### src/rtl/sfixed_p_std_sdiv_pipe.sv
// Multi-cycle signed fixed-point divider (bit-serial restoring, MSB first) with go/done handshake.
// Define SFIXED_DIV_SAT_EN to saturate on overflow and divide-by-zero instead of wrapping / returning 0.
module sfixed_p_std_sdiv_pipe #(
    parameter int width       = 32,
    parameter int int_width   = 8,
    parameter int fract_width = 24
) (
    input  logic             clk,
    input  logic             reset,
    input  logic             go,
    input  logic [width-1:0] left,
    input  logic [width-1:0] right,
    output logic [width-1:0] out_quotient,
    output logic             div_by_zero,
    output logic             overflow,
    output logic             done
);

    localparam int N  = width + fract_width;
    localparam int CW = $clog2(N);
    localparam logic [width-1:0] MAX_VAL = {1'b0, {(width - 1){1'b1}}};
    localparam logic [width-1:0] MIN_VAL = {1'b1, {(width - 1){1'b0}}};

    typedef enum logic [1:0] {IDLE, BUSY, DONE} state_t;

    state_t state, state_next;

    logic [CW-1:0]    cnt;
    logic             sign;
    logic [width-1:0] divisor;
    logic [N-1:0]     dq;       // dividend bits shift out the top, quotient bits shift in the bottom
    logic [width:0]   rem;

    logic [width-1:0] left_mag, right_mag;
    logic [width:0]   trial;
    logic             fits;
    logic [width:0]   rem_step;
    logic [N-1:0]     q_final;
    logic             last_step;
    logic             ovf;
    logic [width-1:0] mag_low, wrapped, result, dz_value;

    assign left_mag  = left[width-1]  ? -left  : left;
    assign right_mag = right[width-1] ? -right : right;

    // A set top remainder bit means the shifted value already exceeds the divisor;
    // the modular subtraction below still yields the correct (smaller) remainder.
    assign trial     = {rem[width-1:0], dq[N-1]};
    assign fits      = rem[width] | (trial >= {1'b0, divisor});
    assign rem_step  = fits ? trial - {1'b0, divisor} : trial;
    assign q_final   = {dq[N-2:0], fits};
    assign last_step = (cnt == CW'(N - 1));

    assign ovf = sign ? ((|q_final[N-1:width]) | (q_final[width-1] & (|q_final[width-2:0])))
                      : (|q_final[N-1:width-1]);

    assign mag_low = q_final[width-1:0];
    assign wrapped = sign ? -mag_low : mag_low;

`ifdef SFIXED_DIV_SAT_EN
    assign result   = ovf ? (sign ? MIN_VAL : MAX_VAL) : wrapped;
    assign dz_value = left[width-1] ? MIN_VAL : MAX_VAL;
`else
    assign result   = wrapped;
    assign dz_value = '0;
`endif

    assign done = (state == DONE);

    // NOTE: sequential state uses non-blocking assignments so every register samples pre-edge values.
    always_ff @(posedge clk or negedge reset) begin
        if (!reset) begin
            state <= IDLE;
        end else begin
            state <= state_next;
        end
    end

    // NOTE: next-state gets a default before the case so no path leaves it unassigned (no latch).
    always_comb begin
        state_next = state;
        case (state)
            IDLE:    if (go) state_next = (right == '0) ? DONE : BUSY;
            BUSY:    if (last_step) state_next = DONE;
            DONE:    state_next = IDLE;
            default: state_next = IDLE;
        endcase
    end

    always_ff @(posedge clk or negedge reset) begin
        if (!reset) begin
            cnt          <= '0;
            sign         <= 1'b0;
            divisor      <= '0;
            dq           <= '0;
            rem          <= '0;
            out_quotient <= '0;
            div_by_zero  <= 1'b0;
            overflow     <= 1'b0;
        end else begin
            case (state)
                IDLE: begin
                    if (go) begin
                        cnt     <= '0;
                        sign    <= left[width-1] ^ right[width-1];
                        divisor <= right_mag;
                        dq      <= {left_mag, {fract_width{1'b0}}};
                        rem     <= '0;
                        if (right == '0) begin
                            out_quotient <= dz_value;
                            div_by_zero  <= 1'b1;
                            overflow     <= 1'b0;
                        end
                    end
                end
                BUSY: begin
                    cnt <= cnt + CW'(1);
                    dq  <= q_final;
                    rem <= rem_step;
                    if (last_step) begin
                        out_quotient <= result;
                        div_by_zero  <= 1'b0;
                        overflow     <= ovf;
                    end
                end
                default: ;
            endcase
        end
    end

endmodule

### config.mk
export PLATFORM = sky130hd
export DESIGN_NAME = sfixed_p_std_sdiv_pipe
export DESIGN_NICKNAME = d
export VERILOG_FILES = /design/src/rtl/sfixed_p_std_sdiv_pipe.sv
export SDC_FILE = /design/constraint.sdc
export NUM_CORES = 1
export LEC_CHECK = 0
export ABC_CLOCK_PERIOD_IN_PS = 3700
export CAP_MARGIN = 0
export CORE_MARGIN = 2
export CORE_UTILIZATION = 30
export CTS_CLUSTER_DIAMETER = 150
export DETAILED_ROUTE_END_ITERATION = 7
export HOLD_SLACK_MARGIN = 0.15
export SETUP_SLACK_MARGIN = 0.05
export SLEW_MARGIN = 20
export SYNTH_ARGS = -nofsm -noshare
export SYNTH_HDL_FRONTEND = slang
export SYNTH_SLANG_ARGS = --single-unit
### constraint.sdc
create_clock -name clk -period 3.7 [get_ports clk]
set_input_delay 1.11 -clock clk [delete_from_list [all_inputs] [get_ports clk]]
set_output_delay 1.11 -clock clk [all_outputs]
set_load 0.05 [all_outputs]
# After elaboration in Yosys (flattened, before gate mapping)
# Cells that the tools add are included.
[op_classes]
addsub = 5
n_mul = 0
div_mod_pow = 0
magnitude_cmp = 1
n_eq_ne = 6
shifts = 0
muxes = 27
bitwise = 4
reduce_logical = 10
[ops]
columns = ["cell", "n"]
rows = [
  ["$mux W32", 6],
  ["$pmux W56 S2", 1],
  ["$neg A32 Y32", 3],
  ["$mux W33", 2],
  ["$pmux W33 S2", 1],
  ["$pmux W32 S2", 1],
  ["$mux W56", 1],
  ["$ge A33 B32 Y1", 1],
  ["$sub A33 B32 Y33", 1],
  ["$logic_not A32 Y1", 1],
  ["$reduce_or A31 Y1", 1],
  ["$reduce_or A25 Y1", 1],
  ["$reduce_or A24 Y1", 1],
  ["$pmux W6 S2", 1],
  ["$mux W1", 7],
  ["$add A6 B1 Y6 const B", 1],
  ["$eq A6 B6 Y1 const B", 1],
  ["$mux W2", 3],
  ["$mux W6", 1],
  ["$ne A2 B2 Y1 const B", 3],
  ["$reduce_and A2 Y1", 3],
  ["$pmux W1 S2", 2],
  ["$pmux W2 S2", 1],
  ["$reduce_and A4 Y1", 1],
  ["other kinds (7)", 8],
]
[word_totals]
reg_bits = 164
latch_bits = 0
ramBits = 0
mem_bits_ro = 0
in_bits = 67
output_inout_bits = 35
word_cells = 62
memories = 0

# Longest topological paths before layout
# Gate-level depths: netlist (run 1).
[depth]
depth_word = 8
ltp_mapped = 17
depth_no_buf = 14

# Least setup slack after synthesis (run 1)
# Ideal clock, no wire load.
[synth_timing]
kind = "register to register"
from = "register rem[2]"
to = "register out_quotient[26]"
setup_time_ns = 0.128
arrival_ns = 3.870
required_time_ns = 3.572
setup_slack_ns = -0.297
path_stages_with_launch = 16
path_buffers = 2
period_less_slack_ns = 3.997
path_cell_list = "dfrtp_1 > ha_1 > a21o_1 > a21oi_1 > a21boi_0 > nor2_1 > o211ai_1 > a31oi_1 > clkbuf_1 > buf_1 > ha_1 > nand4_1 > or3_1 > o41ai_1 > xor2_1 > o21ai_0"
[synth_between]
elab_chain_len = 6
[synth_lines]
columns = ["element", "line_no", "rtl"]
rows = [
  ["start: declaration", "32", "logic [width:0] rem;"],
  ["start signal: assignment", "119", "rem <= rem_step;"],
  ["$ge A33 B32 Y1", "49", "assign fits = rem[width] | (trial >= {1'b0, divisor});"],
  ["$or A1 B1 Y1", "49", ""],
  ["$neg A32 Y32", "58", "assign wrapped = sign ? -mag_low : mag_low;"],
  ["$mux W32", "58", ""],
  ["$mux W32", "120", "if (last_step) begin"],
  ["$pmux W32 S2", "101", "case (state)"],
  ["end signal: assignment", "110", "out_quotient <= dz_value;"],
  ["end signal: assignment", "121", "out_quotient <= result;"],
  ["end: declaration", "13", "output logic [width-1:0] out_quotient,"],
]
# Every way passes these cells. The select of a mux whose other input is x is not followed.
# A chain may end at the register's enable or synchronous reset.

# Final worst setup path (run 1)
[layout_timing]
from = "input port right[0]"
to = "register divisor[29]"
[layout_between]
elab_chain_len = 2
[layout_lines]
columns = ["element", "line_no", "rtl"]
rows = [
  ["start: declaration", "12", "input logic [width-1:0] right,"],
  ["$neg A32 Y32", "44", "assign right_mag = right[width-1] ? -right : right;"],
  ["$mux W32", "44", ""],
  ["end signal: assignment", "106", "divisor <= right_mag;"],
  ["end: declaration", "30", "logic [width-1:0] divisor;"],
]
# Every way passes these cells.

==> metrics, run 1 <==
status=finished clean; worst reg2reg setup slack=about 330 ps; Crit Path Class=primary input to flop; Synth area leaders=dfrtp_1 (40%), o21ai_0 (7.6%), nand2_1 (6.0%); crit share post-route=0.998; die area=35300 um2; Hold EP=divisor[23]; routing usage on met1=0.209; initial antenna violation count=0; PD cells=between 800 and 900 nW/um2; fraction of registers with async set or reset after synthesis=1.00; Critical Path End Type=flop; Worst-Skew Late Latency=around 450 ps; clock buffer depth=2; Worst EP required=approximately 4000 ps; PortBufs=between 100 and 150; total track usage=0.157; RSZ-0062 raised after global routing=true; ys flop type=dfrtp_1; fmax=approximately 270 MHz; minimum clock period after layout=~3700 ps; Vert. Die Dim=approximately 190 um; pre-CTS setup slack=-820 ps; register area=between 4000 and 5000 um2; Final WS setup=a little over 8 ps; die width=between 150 and 200 um; worst endpoint data arrival time=around 4000 ps; vias per cell=approximately 5; final wirelength=approximately 27000 um; Synth Warn #=0; Synth top cells by count=dfrtp_1 (164), nand2_1 (163), o21ai_0 (155), a21oi_1 (72), xnor2_1 (64); r2r endpoint=out_quotient[26]; Yosys top cell by area=dfrtp_1; Max Clock Skew=between 20 and 25 ps; Hold Path Cell Cnt=2; placed cell areas=12200 um2; mapped cell area=approximately 10000 um2; slowest stage cell, crit path=or4_4; CTS clk-pin slew, worst paths=70 ps; Final setup viols=0; Crit Path Max Fanout=2; crit-path cells=buf_6 -> or4_4 -> or4_4 -> or3_4 -> or4_4 -> or3_4 -> or3_4 -> o21ai_2 -> xor2_1 -> o21ai_1; Max Slew Vio Count=0; final hold violation count=0; Lkg Pwr=about 5.4 nW; slowest stage delay, CP=550 ps; vias in the first global route=around 9000; EDFF count, synth=0; Netlist cell types=between 50 and 60; startpoint types=primary input; share of cells above drive strength 1=0.106; Layout fillers=3349; largest net degree at the start of global routing=a little under 80; top cell type's share of synthesized area=0.404; met3 usage=0.0260; Nets=between 1000 and 1500; Max-cap violations=0; antenna cells=0; Initial DRC Count=roughly 540; num rows=67; cell count of the worst reg-to-reg path=13; WL/cell=roughly 15 um; vias post-DR=approximately 9000; Hold WS=roughly 480 ps; Slew @ Worst Pin=773 ps; Pre-antenna DRT Iters=7; Synth-to-Final Area Change=27.1%; Net Count, Synth=approximately 1300; worst vdd ir=0.438 mV; post-route cell area=approximately 13000 um2; total negative slack=0 ps; multi-input logic area=5710 um2; Most Used Layer, Global Route=met2; Initial Utilization=0.304; sequential fraction of the synthesis area=0.404; cells after synthesis=about 1200; most common cell in the netlist=dfrtp_1; TritonCTS clock tree=yes; relative slew slack=0.484; core footprint=around 33000 um2; met2 Use GR=0.265; gpl congestion=0.861; grt ovf=0; DRT antenna net count=0; syn_area_per_cell=approximately 8.5 um2; HPWL after DPL=about 20000 um; reg2reg start=rem[2]; Inserted Clock Buffers=17; hold_sp=divisor[23]; global-route wire length before repair=about 46000 um; HP Class=flop to flop; CTS Sinks=approximately 160; # DRC=0; I/O pin cnt=between 100 and 150; CTS H-Tree Depth=4; Clock Tree Root=clkbuf_16; Synth Register Bits=between 150 and 200
-- cells in the final DEF, fill, tap and decap left out, drive strengths merged, types with 3 or more instances in the layout --
| cell type | instances |
|---|---|
| a211oi | 4 |
| a21o | 10 |
| a21oi | 72 |
| a22o | 28 |
| a31oi | 20 |
| a32oi | 9 |
| and3 | 4 |
| buf | 84 |
| clkbuf | 17 |
| clkdlybuf4s50 | 92 |
| clkinv | 9 |
| dfrtp | 164 |
| dlymetal6s2s | 4 |
| ha | 36 |
| inv | 60 |
| mux2i | 4 |
| nand2 | 163 |
| nand2b | 9 |
| nand3 | 19 |
| nand4 | 10 |
| nor2 | 50 |
| nor2b | 6 |
| nor3 | 20 |
| nor3b | 4 |
| nor4 | 12 |
| o211ai | 7 |
| o21a | 4 |
| o21ai | 158 |
| o22ai | 52 |
| o31ai | 25 |
| o41ai | 7 |
| or2 | 3 |
| or3 | 16 |
| or4 | 13 |
| xnor2 | 64 |
| xor2 | 55 |
-- critical path: cells and delay by family --
family | cells | cell delay [ps]
buf+inv | 1 | 90
compound gates | 2 | 200
simple gates | 6 | 2430
xor+xnor | 1 | 160
-- kinds of logic (layout without fill, tap and decap cells) --
| group | count (synthesis) | after routing | share of synthesized area |
|---|---|---|---|
| AOI/OAI and AO/OA | 412 | 412 | 0.247 |
| and+or+nand+nor | 331 | 331 | 0.151 |
| DFF | 164 | 164 | 0.404 |
| buffers and inverters | 120 | 267 | 0.0443 |
| xor gates and xnor gates | 119 | 119 | 0.103 |
| adders and majority gates | 37 | 37 | 0.0463 |
| muxes | 5 | 5 | 0.00505 |
-- stage by stage --
stage,total power [mW],std cells,utilization
floorplan,7.85,1188,-
global route,12.5,1783,0.386
detailed placement,9.65,1749,0.365
finish,11.5,1783,0.386
global placement,9.54,1749,0.365
CTS,11.5,1782,0.384
-- how the worst max path moves through the flow --
stage          startpoint     endpoint  slack, ps  cells after the start
2_1_floorplan    right[1]  divisor[29]       -260                      9
3_3_place_gp     right[1]  divisor[29]       -790                     10
3_5_place_dp     right[1]  divisor[29]       -820                     10
4_1_cts          right[3]  divisor[29]       -290                     10
5_1_grt          right[0]  divisor[29]        -30                     10
6_report         right[0]  divisor[29]          8                     10
-- layer usage --
| layer | vias to the layer above | part of all wire |
|---|---|---|
| li1 | 4554 | - |
| met2 | 153 | 0.48 |
| met1 | 4430 | 0.47 |
| met5 | - | 0 |
| met4 | 0 | 0.014 |
| met3 | 26 | 0.029 |
-- flip-flops by register name (all words and copies together), names as in the netlist --
signal,count
cnt,6
div_by_zero,1
divisor,32
dq,56
out_quotient,32
overflow,1
rem,33
sign,1
state,2
-- power breakdown --
part	internal, mW	switching [mW]
Combinational	2.73	3.86
Sequential	2.48	0.628
Clock	0.916	0.887
-- what timing repair did --
item / 4_1_cts / 5_1_grt
endpoints found under the setup margin: 5 / 17
pin swaps: 9 / 12
gates resized for setup: 21 / 18
buffers inserted: 1 / 2
hold buffers: 0 / 0
-- layout make-up --
type	instances	area share
clock inverter	15	0.0141
tap	448	0.0434
sequential	164	0.318
clock buffer	17	0.0330
inverter	54	0.0157
multi-input combinational	904	0.442
timing repair buffer	181	0.134
No activity file was read; power rests on OpenSTA's default activity.
==> inputs of run 2 (changes only) <==
CORE_MARGIN = 4   (was 2)
==> metrics, run 2 (same netlist as run 1, synthesis figures left out) <==
status=finished clean (unchanged); worst vdd ir=0.475 mV (was 0.438 mV); grt ovf=0 (unchanged); final hold violation count=0 (unchanged); total track usage=0.151 (was 0.157); Int Power=6.11 mW (was 6.12 mW); vias post-DR=9211 (was 9163); Non-Filler Instances=1789 (was 1783); Switching Fraction=0.466 (was 0.468); vias in the first global route=9191 (was 8966); Final setup viols=0 (unchanged); clock share of power=0.154 (was 0.157); crit-path cells=buf_6 -> or4_4 -> or4_4 -> or3_4 -> or4_4 -> or3_4 -> or3_4 -> o21ai_2 -> xor2_1 -> o21ai_1 (unchanged); crit share post-route=0.997 (was 0.998); gpl congestion=0.831 (was 0.861); vias per cell=5.15 (was 5.14); startpoint types=primary input (unchanged); Lkg Pwr=5.43 nW (about the same); Vert. Die Dim=192 um (was 188 um); Logic pwr share=0.574 (was 0.573); biggest regs=dq (56), rem (33) (unchanged); most frequent cells in the layout=dfrtp_1 (164), nand2_1 (163), o21ai_0 (153) (was dfrtp_1 (164), nand2_1 (163), o21ai_0 (152)); I/O pin cnt=102 (unchanged); met2 Use GR=0.249 (was 0.265); Initial Utilization=0.304 (unchanged); relative slew slack=0.393 (was 0.484); CTS clk-pin slew, worst paths=70 ps (about the same); Initial DRC Count=558 (was 536); Layout fillers=3407 (was 3349); Hold Buf Count CTS=0 (unchanged); routing usage on met1=0.206 (was 0.209); Final WS setup=11.6 ps (was 8.19 ps); WL/cell=15.3 um (was 15.4 um); placed cells=1752 (was 1749); Worst EP required=4010 ps (was 4000 ps); Worst-Skew Late Latency=440 ps (was 450 ps); HPWL after DPL=19800 um (about the same); die width=192 um (was 188 um); largest net degree at the start of global routing=83 (was 79); initial antenna violation count=1 (was 0); HP Class=flop to flop (unchanged); num rows=67 (unchanged); pre-CTS setup slack=-818 ps (was -820 ps); total negative slack=0 ps (unchanged); worst endpoint data arrival time=4000 ps (was 3990 ps); DRT antenna net count=0 (unchanged); slowest stage delay, CP=550 ps (about the same); Max Slew Vio Count=0 (unchanged); PD cells=891 nW/um2 (about the same); Max Clock Skew=12.8 ps (was 20.5 ps); antenna cells=0 (unchanged); Nets=1432 (was 1426); Most Used Layer, Global Route=met2 (unchanged); Crit Path Max Fanout=2 (unchanged); minimum clock period after layout=3690 ps (about the same); core footprint=33400 um2 (unchanged); Synth-to-Final Area Change=26.6% (was 27.1%); most common library cell in the layout ignoring fill and taps=dfrtp_1 (unchanged); CTS Sinks=164 (unchanged); Slew @ Worst Pin=908 ps (was 773 ps); max reg flops=56 (unchanged); slowest stage cell, crit path=or4_4 (unchanged); RSZ-0062 raised after global routing=true (unchanged); clock buffer depth=2 (unchanged); CTS H-Tree Depth=4 (unchanged); global-route wire length before repair=46100 um (was 45800 um); final wirelength=27400 um (about the same); Clock Tree Root=clkbuf_16 (unchanged); # DRC=0 (unchanged); Crit Path Class=primary input to flop (unchanged); Most flops, register=dq (unchanged); Pre-antenna DRT Iters=5 (was 7); Switching Power=5.34 mW (was 5.38 mW); share of cells above drive strength 1=0.110 (was 0.106); Inserted Clock Buffers=17 (unchanged); Flop pwr share=0.272 (was 0.270); PortBufs=101 (unchanged); Critical Path End Type=flop (unchanged); Max-cap violations=0 (unchanged); fmax=271 MHz (about the same); met3 usage=0.0224 (was 0.0260); die area=36900 um2 (was 35300 um2); TritonCTS clock tree=yes (unchanged)
==> run 2: timing repair <==
action | CTS | global route
setup endpoints to repair | 5 | 27
cloned | 0 | 0
resized for setup | 21 | 13
pin swaps | 8 | 10
setup buffers | 1 | 4
==> run 2: final timing paths <==
check / end / from / slack (ps) / cells after the start
min: out_quotient[18] / out_quotient[18] / 480 / 2
max reg2reg: out_quotient[26] / rem[2] / 310 / 14
min reg2reg: out_quotient[18] / out_quotient[18] / 480 / 2
max in group asynchronous: dq[7] / reset / 2130 / 2
max: divisor[29] / right[0] / 10 / 10
min in group asynchronous: divisor[7] / reset / 720 / 1
==> run 2: final cells by class <==
cell class	instances	area (um2)	area share
clock buffer	17	425	0.0331
clock inverter	15	163	0.0127
inverter	54	203	0.0158
multi-input combinational	904	5700	0.443
sequential	164	4100	0.319
tap	448	561	0.0436
timing repair buffer	187	1700	0.132
==> run 2: power by group through the flow <==
stage	Sequential [mW]	Clock (mW)	Combinational, mW
3_5_place_dp	3.14	0	6.50
4_1_cts	3.11	1.81	6.54
5_1_grt	3.22	1.87	7.46
3_3_place_gp	3.12	0	6.42
6_report	3.12	1.76	6.57
2_1_floorplan	2.93	0	4.92
==> run 2: metal layers <==
| layer | wire (um) | vias to the layer above |
|---|---|---|
| li1 | - | 4580 |
| met4 | 461 | 2 |
| met2 | 13100 | 167 |
| met1 | 12900 | 4437 |
| met5 | 11 | - |
| met3 | 941 | 25 |
==> run 2: critical path: cells and delay by family <==
| kind | cells | cell delay [ps] |
|---|---|---|
| buffers and inverters | 1 | 90 |
| AND/OR/NAND/NOR | 6 | 2450 |
| AO/OA/AOI/OAI | 2 | 210 |
| XOR/XNOR | 1 | 150 |
==> run 2: per-stage QoR <==
step	cell area [um2]	hold WS (ps)	utilization	power, mW
detailed placement	12200	471	0.364	9.64
floorplan	10200	446	-	7.85
finish	12900	481	0.384	11.4
global route	12900	510	0.384	12.6
global placement	12200	467	0.364	9.53
CTS	12800	486	0.382	11.5
==> inputs of run 3 (changes only) <==
CORE_UTILIZATION = 45   (was 30)
PLACE_DENSITY = 0.68   (was unset)
==> metrics, run 3 (same netlist as run 1, synthesis figures left out) <==
# DRC=0 (unchanged); total negative slack=0 ps (unchanged); Initial DRC Count=674 (was 558); Synth-to-Final Area Change=24.4% (was 26.6%); Lkg Pwr=5.42 nW (was 5.43 nW); Vert. Die Dim=158 um (was 192 um); vias post-DR=9197 (was 9211); Crit Path Class=primary input to flop (unchanged); gpl congestion=0.864 (was 0.831); relative slew slack=0.414 (was 0.393); Slew @ Worst Pin=876 ps (was 908 ps); Nets=1428 (was 1432); worst vdd ir=0.465 mV (was 0.475 mV); antenna cells=0 (unchanged); most frequent cells in the layout=dfrtp_1 (164), nand2_1 (163), o21ai_0 (154) (was dfrtp_1 (164), nand2_1 (163), o21ai_0 (153)); Worst-Skew Late Latency=430 ps (was 440 ps); Max Clock Skew=24.5 ps (was 12.8 ps); CTS H-Tree Depth=4 (unchanged); max reg flops=56 (unchanged); die width=158 um (was 192 um); num rows=54 (was 67); Max-cap violations=0 (unchanged); worst endpoint data arrival time=3990 ps (was 4000 ps); fmax=270 MHz (was 271 MHz); DRT antenna net count=0 (unchanged); total track usage=0.210 (was 0.151); biggest regs=dq (56), rem (33) (unchanged); Critical Path End Type=flop (unchanged); Hold WS=481 ps (about the same); vias per cell=5.69 (was 5.15); RSZ-0062 raised after global routing=true (unchanged); Pre-antenna DRT Iters=4 (was 5); share of cells above drive strength 1=0.105 (was 0.110); WL/cell=16.1 um (was 15.3 um); largest net degree at the start of global routing=79 (was 83); Initial Utilization=0.461 (was 0.304); initial antenna violation count=0 (was 1); TritonCTS clock tree=yes (unchanged); PD cells=911 nW/um2 (was 891 nW/um2); final hold violation count=0 (unchanged); Max Slew Vio Count=0 (unchanged); I/O pin cnt=102 (unchanged); final wirelength=26000 um (was 27400 um); startpoint types=primary input (unchanged); grt ovf=0 (unchanged); Clock Tree Root=clkbuf_16 (unchanged); core footprint=22000 um2 (was 33400 um2); global-route wire length before repair=43500 um (was 46100 um); PortBufs=101 (unchanged); status=finished clean (unchanged); minimum clock period after layout=3700 ps (was 3690 ps); Most flops, register=dq (unchanged); CTS clk-pin slew, worst paths=80 ps (was 70 ps); CTS Sinks=164 (unchanged); crit share post-route=0.999 (was 0.997); most common library cell in the layout ignoring fill and taps=dfrtp_1 (unchanged); Crit Path Max Fanout=4 (was 2); Final setup viols=0 (unchanged); HP Class=flop to flop (unchanged); Power Total=11.5 mW (was 11.4 mW); Inserted Clock Buffers=17 (unchanged); vias in the first global route=8849 (was 9191); die area=25000 um2 (was 36900 um2); clock buffer depth=2 (unchanged); HPWL after DPL=18300 um (was 19800 um); Worst EP required=3990 ps (was 4010 ps)
-- run 3: changes by cell type in the layout (fill, tap and decap cells not counted), moves of 2 or more --
cell,delta
buf_4,-5
dlygate4sd2_1,+2
clkinvlp_4,-3
dlymetal6s2s_1,-2
clkinv_4,-2
inv_6,+3
-- run 3: area by class of cell --
class | count | area (um2)
clock buffers | 17 | 425
clock inverters | 15 | 200
fillers | 2018 | 9390
inverters | 54 | 203
multi-input cells | 904 | 5680
flip-flops and latches | 164 | 4100
well taps | 280 | 350
repair buffers | 183 | 1680
-- run 3: stage by stage --
stage	instances	instance area (um2)	utilization	setup slack (ps)
4_1_cts	1615	12600	0.571	-264
3_5_place_dp	1583	12000	0.543	-825
5_1_grt	1617	12600	0.574	-88.0
2_1_floorplan	1188	10200	-	-263
3_3_place_gp	1583	12000	0.543	-802
6_report	1617	12600	0.574	1.90
-- run 3: where the power goes --
group          switching (mW)  leakage, nW  total, mW  internal, mW
combinational            3.83         3.03       6.52          2.70
sequential              0.661         2.08       3.14          2.48
clock                   0.859        0.305       1.85         0.987
total                    5.35         5.42       11.5          6.16
-- run 3: final timing paths --
path                            startpoint          endpoint  slack (ps)  depth (start not counted)
min in group asynchronous            reset  out_quotient[14]         650                          1
max in group asynchronous            reset           rem[23]        2290                          2
setup reg to reg                    rem[2]  out_quotient[28]         290                         13
hold reg to reg            out_quotient[8]   out_quotient[8]         480                          2
setup / recovery                  right[0]       divisor[29]           2                         10
hold / removal             out_quotient[8]   out_quotient[8]         480                          2
-- run 3: worst max-delay path: stages --
cell and delay (ps):
buf_6 90, or4_4 520, or4_4 440, or3_4 340
or4_4 430, or3_4 360, or3_4 340, o21ai_2 130
xor2_1 160, o21ai_1 70
-- run 3: metal layers --
layer | part of all wire | wire (um) | global-route usage
met5 | 0 | 0 | 0
met4 | 0.013 | 329 | 0.0561
met3 | 0.047 | 1220 | 0.0284
met2 | 0.47 | 12300 | 0.335
met1 | 0.47 | 12200 | 0.301
-- run 3: what timing repair did --
item,4_1_cts,5_1_grt
pin swaps,10,11
gates resized for setup,18,10
setup endpoints to repair,5,9
gates cloned,0,0
buffers inserted,0,2
hold buffers,0,0
